--- src/rtl/sipo_dram_pack.sv ---
// Serial-in/parallel-out packer feeding the DRAM-side FIFO ahead of the piso_dram serializer.
// Gathers INPUT_SIZE samples LSB-lane-first into OUTPUT_SIZE words, aligned to a frame sync.
module sipo_dram_pack #(
    parameter int INPUT_SIZE  = 32,
    parameter int OUTPUT_SIZE = 288,
    parameter bit WAIT_SYNC   = 1'b1
) (
    input  logic                   clk,
    input  logic                   rst_n,
    input  logic                   ce,
    input  logic [INPUT_SIZE-1:0]  i_data,
    input  logic                   i_valid,
    input  logic                   i_sync,
    output logic [OUTPUT_SIZE-1:0] o_parallel,
    output logic                   fifo_we,
    input  logic                   fifo_full,
    input  logic                   clr_flags,
    output logic                   o_overflow,
    output logic                   o_misalign,
    output logic [15:0]            o_drop_cnt,
    output logic                   dbg_state
);

    localparam int LANES = OUTPUT_SIZE / INPUT_SIZE;
    localparam int LW = (LANES > 1) ? $clog2(LANES) : 1;
    localparam logic [LW-1:0] LAST_LANE = LW'(LANES - 1);
    localparam logic [LW-1:0] LANE_ONE  = (LANES > 1) ? LW'(1) : '0;

    typedef enum logic {
        ST_WAIT = 1'b0,
        ST_FILL = 1'b1
    } state_t;

    state_t                 state, state_next;
    logic [LW-1:0]          lane, lane_next, store_lane;
    logic [OUTPUT_SIZE-1:0] asm_word, asm_next;
    logic                   accept, sync, store_en, complete, misalign_set, drop, write_en;

    assign accept    = ce & i_valid;
    assign sync      = ce & i_sync;
    assign dbg_state = state;

    always_ff @(posedge clk or negedge rst_n) begin
        if (!rst_n) begin
            state <= WAIT_SYNC ? ST_WAIT : ST_FILL;
        end else begin
            state <= state_next;
        end
    end

    always_comb begin
        state_next = state;
        if (state == ST_WAIT && sync) begin
            state_next = ST_FILL;
        end
    end

    // Sync always restarts at lane 0 and takes precedence over completing a word.
    always_comb begin
        store_en     = 1'b0;
        lane_next    = lane;
        complete     = 1'b0;
        misalign_set = 1'b0;
        store_lane   = sync ? '0 : lane;
        case (state)
            ST_WAIT: begin
                if (sync) begin
                    store_en  = accept;
                    lane_next = accept ? LANE_ONE : '0;
                end
            end
            ST_FILL: begin
                if (sync) begin
                    misalign_set = (lane != '0);
                    store_en     = accept;
                    lane_next    = accept ? LANE_ONE : '0;
                end else if (accept) begin
                    store_en = 1'b1;
                    if (lane == LAST_LANE) begin
                        complete  = 1'b1;
                        lane_next = '0;
                    end else begin
                        lane_next = lane + LW'(1);
                    end
                end
            end
            default: begin
                lane_next = '0;
            end
        endcase
    end

    always_comb begin
        asm_next = asm_word;
        if (store_en) begin
            asm_next[store_lane*INPUT_SIZE +: INPUT_SIZE] = i_data;
        end
    end

    assign write_en = complete & ~fifo_full;
    assign drop     = complete & fifo_full;

    always_ff @(posedge clk or negedge rst_n) begin
        if (!rst_n) begin
            lane       <= '0;
            asm_word   <= '0;
            o_parallel <= '0;
            fifo_we    <= 1'b0;
        end else begin
            lane     <= lane_next;
            asm_word <= asm_next;
            fifo_we  <= write_en;
            if (write_en) begin
                o_parallel <= asm_next;
            end
        end
    end

    // A drop in the same cycle as a clear leaves a fresh count of one.
    always_ff @(posedge clk or negedge rst_n) begin
        if (!rst_n) begin
            o_overflow <= 1'b0;
            o_misalign <= 1'b0;
            o_drop_cnt <= '0;
        end else begin
            if (drop) begin
                o_overflow <= 1'b1;
                if (clr_flags) begin
                    o_drop_cnt <= 16'd1;
                end else if (o_drop_cnt != 16'hFFFF) begin
                    o_drop_cnt <= o_drop_cnt + 16'd1;
                end
            end else if (clr_flags) begin
                o_overflow <= 1'b0;
                o_drop_cnt <= '0;
            end
            if (misalign_set) begin
                o_misalign <= 1'b1;
            end else if (clr_flags) begin
                o_misalign <= 1'b0;
            end
        end
    end

endmodule

--- config.mk ---
export PLATFORM = sky130hd
export DESIGN_NAME = sipo_dram_pack
export DESIGN_NICKNAME = d
export VERILOG_FILES = /design/src/rtl/sipo_dram_pack.sv
export SDC_FILE = /design/constraint.sdc
export NUM_CORES = 1
export LEC_CHECK = 0
export CAP_MARGIN = 15
export CELL_PAD_IN_SITES_DETAIL_PLACEMENT = 0
export CELL_PAD_IN_SITES_GLOBAL_PLACEMENT = 2
export CORE_ASPECT_RATIO = 1.75
export CORE_MARGIN = 1
export CORE_UTILIZATION = 32
export CTS_CLUSTER_SIZE = 12
export DETAILED_ROUTE_END_ITERATION = 6
export PLACE_DENSITY_LB_ADDON = 0.25
export SKIP_CTS_REPAIR_TIMING = 1
export SLEW_MARGIN = 20
export SYNTH_ARGS = -nofsm -noshare
export SYNTH_HDL_FRONTEND = slang
export SYNTH_SLANG_ARGS = --single-unit
--- constraint.sdc ---
create_clock -name clk -period 2.75 [get_ports clk]
set_input_delay 0.55 -clock clk [delete_from_list [all_inputs] [get_ports clk]]
set_output_delay 0.55 -clock clk [all_outputs]
set_load 0.05 [all_outputs]
==> results.sh <==
export IMPL_dieArea_sq_um=77300
export IMPL_internal_power_uw=13800
export IMPL_final_common_cell="dfrtp_1"
export IMPL_min_path_type="reg2reg"
export IMPL_power_frac_seq_pct=50.4
export IMPL_final_setup_viol_count=0
export IMPL_cts_buffers=59
export IMPL_r2r_start="lane[0]$_DFFE_PN0P_"
export IMPL_synth_cell_types=52
export IMPL_drtAntennaViolNets=0
export IMPL_ios=347
export IMPL_tightest_slew_ns=0.695
export IMPL_yosysWarningCount=0
export IMPL_switching_share_pct=24.8
export IMPL_core_sq_um=75200
export IMPL_crit_fanout=23
export IMPL_nNetsFinal=2674
export IMPL_avgViaCountPerCell=4.86
export IMPL_avgSynthCellArea_sq_um=11.0
export IMPL_rsz0062_at_grt="no"
export IMPL_gp_congestion=0.822
export IMPL_ff2ff_setup_slack_ns=0.16
export IMPL_gr_total_overflow=0
export IMPL_use_met2_pct=37.3
export IMPL_synth_edf_count=0
export IMPL_worst_r2r_path_depth=9
export IMPL_p_leak_uw=0.0153
export IMPL_maxCapViolCount=0
export IMPL_critPathLaunch="ce"
export IMPL_combPwrFrac_pct=8.4
export IMPL_htree_levels=2
export IMPL_crit_arrival_ns=3.14
export IMPL_yosysSeqAreaShare_pct=61.6
export IMPL_most_common_layout_cells="600 x dfrtp_1, 437 x nand2_1, 344 x clkdlybuf4s50_1, 197 x nand3_1, 146 x buf_4"
export IMPL_clkSlewWorstSetupHoldPaths_ns=0.06
export IMPL_met1_usage_pct=26.3
export IMPL_die_w_microns=211
export IMPL_reg2reg_to="o_parallel[238]$_DFFE_PN0P_"
export IMPL_hp_start="asm_word[283]$_DFF_PN0_"
export IMPL_power_uw=18300
export IMPL_netlist_area_sq_um=24400
export IMPL_grt_pass1_vias=18333
export IMPL_holdPathEnd="asm_word[283]$_DFF_PN0_"
export IMPL_power_density_nw_per_um2=567
export IMPL_ys_flop_type="dfrtp_1"
export IMPL_syn_inst=2218
export IMPL_hold_viol=0
export IMPL_area_growth_pct=32.6
export IMPL_die_h_microns=367
export IMPL_slew_headroom_pct=53.5
export IMPL_whs_path_depth=2
export IMPL_grt_start_max_net_pins=77
export IMPL_fin_tns_setup_ns=0
export IMPL_setup_worst_path_start_class="primary input"
export IMPL_wl_per_cell_microns=22.4
export IMPL_rows=133
export IMPL_track_usage_pct=21.5
export IMPL_ys_ff_latch=600
export IMPL_grt_busiest_layer="met2"
export IMPL_pwr_share_clk_pct=41.2
export IMPL_drive_above_1_share_pct=18.9
export IMPL_peakVddDrop_v=0.000488
export IMPL_synth_nets=2265
export IMPL_clock_latency_ns=0.63
export IMPL_crit_path_end_kind="flop"
export IMPL_initial_utilization_pct=32.4
export IMPL_use_met3_pct=4.89
export IMPL_drt_iter0_markers=922
export IMPL_fmax_mhz=379
export IMPL_critPathKind="in2reg"
export IMPL_tritoncts="done"
export IMPL_period_minus_slack_ns=2.64
export IMPL_ys_async_sr_fraction_pct=100
export IMPL_root_buffer="clkbuf_16"
export IMPL_grt_pass1_wl_microns=123000
export IMPL_p_switching_uw=4540
export IMPL_outcome="finished clean"
export IMPL_first_pass_iters=5
export IMPL_wirelength_microns=82200
export IMPL_antenna_found_initial=4
export IMPL_vias=17835
export IMPL_final_max_slew_viol_count=0
export IMPL_hpwlAfterDp_microns=57100
export IMPL_cts_sinks=600
export IMPL_fin_skew_ns=0.0247
export IMPL_clock_path_buffers=3
export IMPL_period_share_pct=95.8
export IMPL_io_buffers=346
export IMPL_cp_data_required_time_ns=3.26
export IMPL_drc=0
## worst max-delay path by stage
stage	end	depth (start not counted)
floorplan	o_parallel[130]$_DFFE_PN0P_	9
global placement	o_parallel[217]$_DFFE_PN0P_	11
detailed placement	o_parallel[217]$_DFFE_PN0P_	11
CTS	dbg_state	1
global route	o_parallel[135]$_DFFE_PN0P_	10
finish	o_parallel[141]$_DFFE_PN0P_	10
## per-stage QoR
stage / hold WS, ns / setup slack [ns] / util, % / cells / area, sq um
global placement: 0.443 / -0.572 / 40.7 / 3577 / 30600
global route: 0.479 / 0.00666 / 42.9 / 3666 / 32300
finish: 0.461 / 0.115 / 42.9 / 3668 / 32300
floorplan: 0.254 / -0.118 / - / 2218 / 24700
detailed placement: 0.450 / -0.593 / 40.7 / 3577 / 30600
CTS: -0.128 / 0.0112 / 42.9 / 3665 / 32300
## state kept, by name (all words and copies together), names as in the netlist
register / cells
asm_word: 288
o_drop_cnt: 16
lane: 4
dbg_state: 1
o_overflow: 1
o_parallel: 288
o_misalign: 1
fifo_we: 1
## cell usage after synthesis (all sizes together), types with 3 or more instances
cell / instances / area (sq um)
and3: 10 / 62.6
nor2b: 4 / 25.0
o21ai: 110 / 551
nand4: 52 / 325
nor4: 10 / 77.6
a21boi: 13 / 97.6
nand3: 201 / 1010
a22o: 25 / 219
or4: 4 / 30.0
nand2: 437 / 1640
inv: 66 / 248
nor3: 10 / 50.1
buf: 42 / 218
clkbuf: 146 / 548
xnor2: 7 / 61.3
dfrtp: 600 / 15000
and2: 33 / 206
a31oi: 29 / 181
nand4b: 3 / 26.3
o211ai: 7 / 52.6
or3: 31 / 194
a21oi: 37 / 185
mux2: 223 / 2640
xor2: 5 / 43.8
nor2: 77 / 289
ha: 8 / 100
a221o: 3 / 30.0
## worst max-delay path, cell delays in order
cell             delay, ns
clkdlybuf4s50_1       0.46
nand2_1               0.19
o31ai_1               0.10
ha_1                  0.26
nor2b_1               0.17
a2111oi_4             0.36
o2111ai_4             0.19
buf_12                0.21
mux2_4                0.33
mux2_4                0.26
## logic make-up after synthesis
| group | after synthesis | synth area share, % |
|---|---|---|
| flip-flops | 600 | 61.6 |
| AND/OR/NAND/NOR | 882 | 16.6 |
| XOR/XNOR | 12 | 0.432 |
| buffers and inverters | 255 | 4.18 |
| multiplexers | 223 | 10.8 |
| adder cells (fa/ha/maj) | 8 | 0.411 |
| AO/OA/AOI/OAI | 238 | 5.94 |
## per-layer routing
metal / up-vias / share of wire, %
met5: - / 0
met4: 0 / 3.1
met3: 101 / 5.7
met2: 477 / 51
met1: 8942 / 41
li1: 8315 / -
## power by group through the flow
| stage | logic (uW) | clock network, uW | registers, uW |
|---|---|---|---|
| after detailed placement | 1580 | 0 | 9390 |
| after global placement | 1540 | 0 | 9380 |
| after CTS | 1580 | 7800 | 9230 |
| final | 1540 | 7540 | 9220 |
| after floorplan | 694 | 0 | 9390 |
| after global routing | 1700 | 8090 | 9250 |
## area by class of cell
type                            instances  area [sq um]
Fill cell                            7291         42900
Sequential cell                       600         15000
Multi-Input combinational cell       1363          8660
Timing Repair Buffer                  536          5420
Clock buffer                           81          1610
Tap cell                             1012          1270
Inverter                               67           259
Clock inverter                          7          66.3
Antenna cell                            2          5.00
Note: power is estimated with default switching activity, not from simulation.
